===== config.mk =====
export PLATFORM = sky130hd
export DESIGN_NAME = rf_write_arbiter
export DESIGN_NICKNAME = d
export VERILOG_FILES = /design/src/rtl/rf_write_arbiter.sv
export SDC_FILE = /design/constraint.sdc
export NUM_CORES = 1
export LEC_CHECK = 0
export BUFFER_PORTS_ARGS = -buffer_cell sky130_fd_sc_hd__buf_2
export CORE_MARGIN = 2
export CORE_UTILIZATION = 45
export DETAILED_ROUTE_END_ITERATION = 7
export GPL_TIMING_DRIVEN = 0
export PLACE_DENSITY = 0.67
export SKIP_CTS_REPAIR_TIMING = 1
export SLEW_MARGIN = 20
export SYNTH_ARGS = -nofsm -noshare
export SYNTH_HDL_FRONTEND = slang
export SYNTH_SLANG_ARGS = --single-unit

===== constraint.sdc =====
create_clock -name clk_i -period 2.99 [get_ports clk_i]
set_clock_uncertainty 0.1 [all_clocks]
set_input_delay 0.299 -clock clk_i [delete_from_list [all_inputs] [get_ports clk_i]]
set_output_delay 0.299 -clock clk_i [all_outputs]
set_load 0.02 [all_outputs]

===== src/rtl/rf_write_arbiter.sv =====
// Register-file write-port arbiter: WB has priority, LU results queue in a FIFO with an age-forced steal.
// Optional pending-register lookup enabled by defining RF_ARB_PENDCHK_EN.
module rf_write_arbiter #(
    parameter int DEPTH    = 4,
    parameter int MAX_WAIT = 8
) (
    input  logic                     clk_i,
    input  logic                     rst_n,
    input  logic                     wb_we_i,
    input  logic [4:0]               wb_addr_i,
    input  logic [31:0]              wb_data_i,
    input  logic                     lu_valid_i,
    output logic                     lu_ready_o,
    input  logic [4:0]               lu_addr_i,
    input  logic [31:0]              lu_data_i,
    output logic                     rf_we_o,
    output logic [4:0]               rf_addr_o,
    output logic [31:0]              rf_data_o,
    output logic                     stall_o,
`ifdef RF_ARB_PENDCHK_EN
    input  logic [4:0]               chk_addr_i,
    output logic                     chk_hit_o,
`endif
    output logic [$clog2(DEPTH):0]   pend_cnt_o
);

    localparam int PTR_W = $clog2(DEPTH);
    localparam int CNT_W = PTR_W + 1;
    localparam int AGE_W = $clog2(MAX_WAIT) + 1;
    localparam logic [AGE_W-1:0] AGE_LIMIT = AGE_W'(MAX_WAIT - 1);

    typedef enum logic {
        ST_NORMAL = 1'b0,
        ST_STEAL  = 1'b1
    } state_t;

    state_t             r_state;
    state_t             w_state_nxt;
    logic [4:0]         r_addr_mem [DEPTH];
    logic [31:0]        r_data_mem [DEPTH];
    logic [PTR_W-1:0]   r_wr_ptr;
    logic [PTR_W-1:0]   r_rd_ptr;
    logic [CNT_W-1:0]   r_count;
    logic [AGE_W-1:0]   r_age;
    logic [AGE_W-1:0]   w_age_nxt;
    logic               r_rf_we;
    logic [4:0]         r_rf_addr;
    logic [31:0]        r_rf_data;
    logic               r_stall;
    logic               w_rf_we_nxt;
    logic [4:0]         w_rf_addr_nxt;
    logic [31:0]        w_rf_data_nxt;
    logic               w_stall_nxt;
    logic               w_pop;
    logic               w_push;
    logic               w_wb_eff;
    logic               w_fifo_ne;
    logic               w_ready;

    assign w_ready    = (r_count != CNT_W'(DEPTH));
    assign w_fifo_ne  = (r_count != {CNT_W{1'b0}});
    assign w_wb_eff   = wb_we_i && (wb_addr_i != 5'd0);
    // Writes to $0 are acknowledged but never occupy a slot.
    assign w_push     = lu_valid_i && w_ready && (lu_addr_i != 5'd0);

    assign lu_ready_o = w_ready;
    assign rf_we_o    = r_rf_we;
    assign rf_addr_o  = r_rf_addr;
    assign rf_data_o  = r_rf_data;
    assign stall_o    = r_stall;
    assign pend_cnt_o = r_count;

    always_comb begin
        w_state_nxt   = r_state;
        w_age_nxt     = {AGE_W{1'b0}};
        w_rf_we_nxt   = 1'b0;
        w_rf_addr_nxt = r_rf_addr;
        w_rf_data_nxt = r_rf_data;
        w_stall_nxt   = 1'b0;
        w_pop         = 1'b0;
        case (r_state)
            ST_NORMAL: begin
                if (w_wb_eff) begin
                    w_rf_we_nxt   = 1'b1;
                    w_rf_addr_nxt = wb_addr_i;
                    w_rf_data_nxt = wb_data_i;
                    if (w_fifo_ne) begin
                        w_age_nxt = r_age + AGE_W'(1);
                        if (r_age == AGE_LIMIT) begin
                            w_stall_nxt = 1'b1;
                            w_state_nxt = ST_STEAL;
                        end else begin
                            w_state_nxt = ST_NORMAL;
                        end
                    end else begin
                        w_age_nxt = {AGE_W{1'b0}};
                    end
                end else if (w_fifo_ne) begin
                    w_pop         = 1'b1;
                    w_rf_we_nxt   = 1'b1;
                    w_rf_addr_nxt = r_addr_mem[r_rd_ptr];
                    w_rf_data_nxt = r_data_mem[r_rd_ptr];
                end else begin
                    w_rf_we_nxt = 1'b0;
                end
            end
            ST_STEAL: begin
                // The pipeline is held this cycle, so WB is ignored and re-presented later.
                w_state_nxt = ST_NORMAL;
                if (w_fifo_ne) begin
                    w_pop         = 1'b1;
                    w_rf_we_nxt   = 1'b1;
                    w_rf_addr_nxt = r_addr_mem[r_rd_ptr];
                    w_rf_data_nxt = r_data_mem[r_rd_ptr];
                end else begin
                    w_rf_we_nxt = 1'b0;
                end
            end
            default: begin
                w_state_nxt = ST_NORMAL;
            end
        endcase
    end

    always_ff @(posedge clk_i) begin
        if (!rst_n) begin
            r_state   <= ST_NORMAL;
            r_age     <= {AGE_W{1'b0}};
            r_rf_we   <= 1'b0;
            r_rf_addr <= 5'd0;
            r_rf_data <= 32'd0;
            r_stall   <= 1'b0;
            r_wr_ptr  <= {PTR_W{1'b0}};
            r_rd_ptr  <= {PTR_W{1'b0}};
            r_count   <= {CNT_W{1'b0}};
        end else begin
            r_state   <= w_state_nxt;
            r_age     <= w_age_nxt;
            r_rf_we   <= w_rf_we_nxt;
            r_rf_addr <= w_rf_addr_nxt;
            r_rf_data <= w_rf_data_nxt;
            r_stall   <= w_stall_nxt;
            if (w_push) begin
                r_wr_ptr <= r_wr_ptr + PTR_W'(1);
            end
            if (w_pop) begin
                r_rd_ptr <= r_rd_ptr + PTR_W'(1);
            end
            case ({w_push, w_pop})
                2'b10:   r_count <= r_count + CNT_W'(1);
                2'b01:   r_count <= r_count - CNT_W'(1);
                default: r_count <= r_count;
            endcase
        end
    end

    always_ff @(posedge clk_i) begin
        if (w_push) begin
            r_addr_mem[r_wr_ptr] <= lu_addr_i;
            r_data_mem[r_wr_ptr] <= lu_data_i;
        end
    end

`ifdef RF_ARB_PENDCHK_EN
    logic [DEPTH-1:0] w_slot_hit;

    // A slot is live when its distance from the read pointer is below the occupancy.
    for (genvar g = 0; g < DEPTH; g++) begin : g_slot
        logic [PTR_W-1:0] w_off;
        assign w_off         = PTR_W'(g) - r_rd_ptr;
        assign w_slot_hit[g] = ({1'b0, w_off} < r_count) && (r_addr_mem[g] == chk_addr_i);
    end

    assign chk_hit_o = (chk_addr_i != 5'd0) &&
                       ((|w_slot_hit) || (r_rf_we && (r_rf_addr == chk_addr_i)));
`endif

endmodule


==> summary.md <==
The run finished, with violations left. The final reports fail on negative hold slack. The area of combinational cells with multiple inputs is 1960 sq um, and the summed area of non-filler cells in the final layout is 9620 sq um.

Of all flip-flops after synthesis, the portion carrying an async set or reset was 0%. Excluding fillers, the count of instances in the completed layout stands at 886. Wires add up to 17,100 um. Leaving out fill and tap cells, the most frequent cell in the layout is edfxtp_1. For the worst flop-to-flop path, the logic depth is 9. 0 antenna diodes ended up in the layout. At the end of the flow the core is filled with cells to 57.8%.

For the starting DRC count in detailed routing, the log shows 313. Across all layers, the routed design uses 4,743 vias. The global-route wire length before repair is 25,700 um. At the worst endpoint, the arrival time is 2910 ps. The final hold slack was -4.73 ps; the horizontal extent of the die was 135 um. Headroom to the max-slew limit came out at 55.9%.

The tools report the type of destination of the critical path as a flop. Clock tree synthesis inserted a total of 17 buffers. Initial antenna violation count: 0. The largest net degree at the start of global routing is 25. TritonCTS built the clock tree. The synthesized design contains 148 enable-type register cells. In this run the deepest clock path goes through 2 buffers. The run gives 4 as the number of hold violations in the final report. The worst flop-to-flop path endpoint is pend_cnt_o[2].

For this run, the post-layout net count is 738. The total congestion overflow after global routing was 0. The element type at the critical path start is a flop.

Number of buffers inserted by port buffering: 120. The max-slew violation count is 0. The routed wire length per instance came out at 19.3 um.

Setup slack on the worst reg-to-reg path comes out at 340 ps. IR analysis of the VDD net gives a maximum drop of 463 uV. Counting every net in the synthesized netlist gives 560.

The number of top-level pins is 121. In this run the clock root is driven by a clkbuf_16. In this run the worst setup path begins at pend_cnt_o[2]. In the routed layout, each cell is associated on average with a via count of 5.35. The leakage dissipation is 3.48 nW, and the fill cell total of the finished layout is 1,284. The worst hold path belongs to the class in -> reg. Once placement completed, the tool counted placed cells totaling 819. The logs give 4 for the iteration count of the initial detailed-routing pass and 3250 ps for the endpoint required time on the critical path.

Along the worst path, the maximum fanout reaches 7. On the worst path, the slowest cell contributes a delay of 490 ps. The share of the Yosys chip area taken by registers is 71.2%.

Setup repair after global routing left no endpoint under its margin. The synthesis-to-finish area growth came out at 24.8%. Yosys mapped the design onto 43 distinct sky130hd cell types. Static timing analysis puts the maximum clock frequency at 377 MHz. The clock tree synthesis step divided the H-tree into 4 levels. The tools report the TritonCTS sink count as 200. Across the run, the number of max-cap violations was 0. The power per standard cell area is 834 nW/um^2. The count of nets left with antenna violations once routing finished came out at 0. The die is 135 um tall.

In this run the cell area measured after placement is 8660 sq um. At the later pin of the worst-skew pair, clock insertion delay measures 430 ps. The die area came out at 18,200 sq um. At the pin with the least slew margin, the transition time is 661 ps. The critical path goes through or3b_2, o211a_1, inv_2, ha_1, inv_1, fa_1, xor2_1, or3_1, a21oi_1. The floorplan has 47 rows. Yosys printed 0 warnings. Among all stages on the critical path, the largest delay is contributed by or3b_2. The top cell types in the final layout, fill and taps aside, are edfxtp_1 (148), buf_2 (125), nand2_1 (78). Synthesis inferred 200 register bits.

In this run the cell area of the synthesized design comes to 7700 sq um. The fraction of final layout cells with drive strength greater than 1 works out to 32.7%. The run gives 0.744 as the global placement routability congestion. The tools report the core area as 16,600 sq um. After technology mapping, the gate count stands at 475.

The completed layout was analyzed and its total power is 0.00802 W. The sequential cell area was 5490 sq um; the clock transition at the registers of the reported paths was 70 ps. The remaining routing DRC violations came out at 0. The tools report the starting utilization of the core area as 46.3%. The synthesized area per cell works out to 16.2 sq um.

Counting I/O delays and the setup requirement, the final critical path takes 2650 ps. Once detailed placement completed, the half-perimeter wirelength came to 11,200 um. In the synthesized netlist the dominant register cell turns out to be edfxtp_1.

Setup violations remaining at the end of the flow were counted as 0. The start-to-end type of the worst setup path is reg -> reg. The via count of the first global-routing pass is 4,739. The worst setup path endpoint was pend_cnt_o[2]. Launching point of the worst reg2reg path: pend_cnt_o[2]. Global-route total usage across every layer: 19.2%. The final critical path takes up 88.6% of the cycle.
-- per-stage QoR --
step | setup TNS (ps) | setup slack, ps | hold slack, ps
6_report | 0 | 340 | -4.73
3_3_place_gp | -18150 | -143 | 325
5_1_grt | 0 | 222 | 0.751
4_1_cts | 0 | 357 | -37.4
3_5_place_dp | -12.9 | -12.9 | 346
2_1_floorplan | 0 | 367 | 298
-- where the power goes --
part,internal (W),switching (W)
registers,0.00335,0.000145
clock network,0.00132,0.00101
logic,0.000869,0.00133
total,0.00554,0.00248
-- critical path: cells and delay by family, from the launching register on --
| family | cells | cell delay (ps) |
|---|---|---|
| and+or+nand+nor | 2 | 790 |
| DFF | 1 | 430 |
| AOI/OAI and AO/OA | 2 | 420 |
| adders and majority gates | 2 | 540 |
| buffers and inverters | 2 | 150 |
| xor gates and xnor gates | 1 | 160 |
-- cell usage after synthesis, types with 5 or more instances --
library cell | instances | area [sq um]
mux4_1 | 7 | 184
ha_1 | 6 | 75.1
a31oi_1 | 36 | 225
clkbuf_1 | 9 | 33.8
edfxtp_1 | 148 | 4440
buf_6 | 5 | 56.3
nand2_1 | 78 | 293
inv_1 | 8 | 30.0
o21ai_0 | 30 | 150
dfxtp_1 | 52 | 1040
o21ai_1 | 9 | 45.0
buf_2 | 5 | 25.0
nor2_1 | 8 | 30.0
mux4_2 | 30 | 676
-- state kept, by name (all words and copies together) (netlist names), named ones only --
register and cells:
rf_we_o 1, r_wr_ptr 2, pend_cnt_o 3, r_addr_mem 20, r_rd_ptr 2, rf_data_o 32, rf_addr_o 5, r_age 4
r_data_mem 128, r_state 1
-- cells by family (layout without fill, tap and decap cells) --
family	Yosys count	in the layout	synth area share (%)
flip-flops	200	200	71.2
multiplexers	37	37	11.2
buffers and inverters	38	229	3.36
AND/OR/NAND/NOR	103	103	5.91
AO/OA/AOI/OAI	85	85	6.56
XOR/XNOR	5	5	0.569
adder cells (fa/ha/maj)	7	7	1.23
-- layout make-up --
| class | count | share of cell area [%] |
|---|---|---|
| flip-flops and latches | 200 | 57.0 |
| multi-input cells | 237 | 20.4 |
| repair buffers | 159 | 10.7 |
| clock buffers | 18 | 4.46 |
| well taps | 220 | 2.86 |
| plain buffers | 29 | 2.34 |
| clock inverters | 14 | 1.80 |
| inverters | 9 | 0.351 |
-- layer usage --
metal	track usage [%]	wire [um]
met1	25.0	7380
met2	31.5	8440
met3	3.90	941
met4	8.42	340
met5	0	0
-- how the worst min path moves through the flow --
stage | startpoint | to | slack [ps] | cells after the start
3_5_place_dp | r_age[0] | r_age[0] | 350 | 1
6_report | lu_data_i[23] | r_data_mem[2][23] | -5 | 1
2_1_floorplan | lu_addr_i[0] | r_addr_mem[0][0] | 300 | 0
4_1_cts | lu_data_i[10] | r_data_mem[2][10] | -40 | 1
3_3_place_gp | r_age[0] | r_age[0] | 330 | 1
5_1_grt | lu_data_i[23] | r_data_mem[2][23] | 0.8 | 1
(Power assumes the default switching activity.)
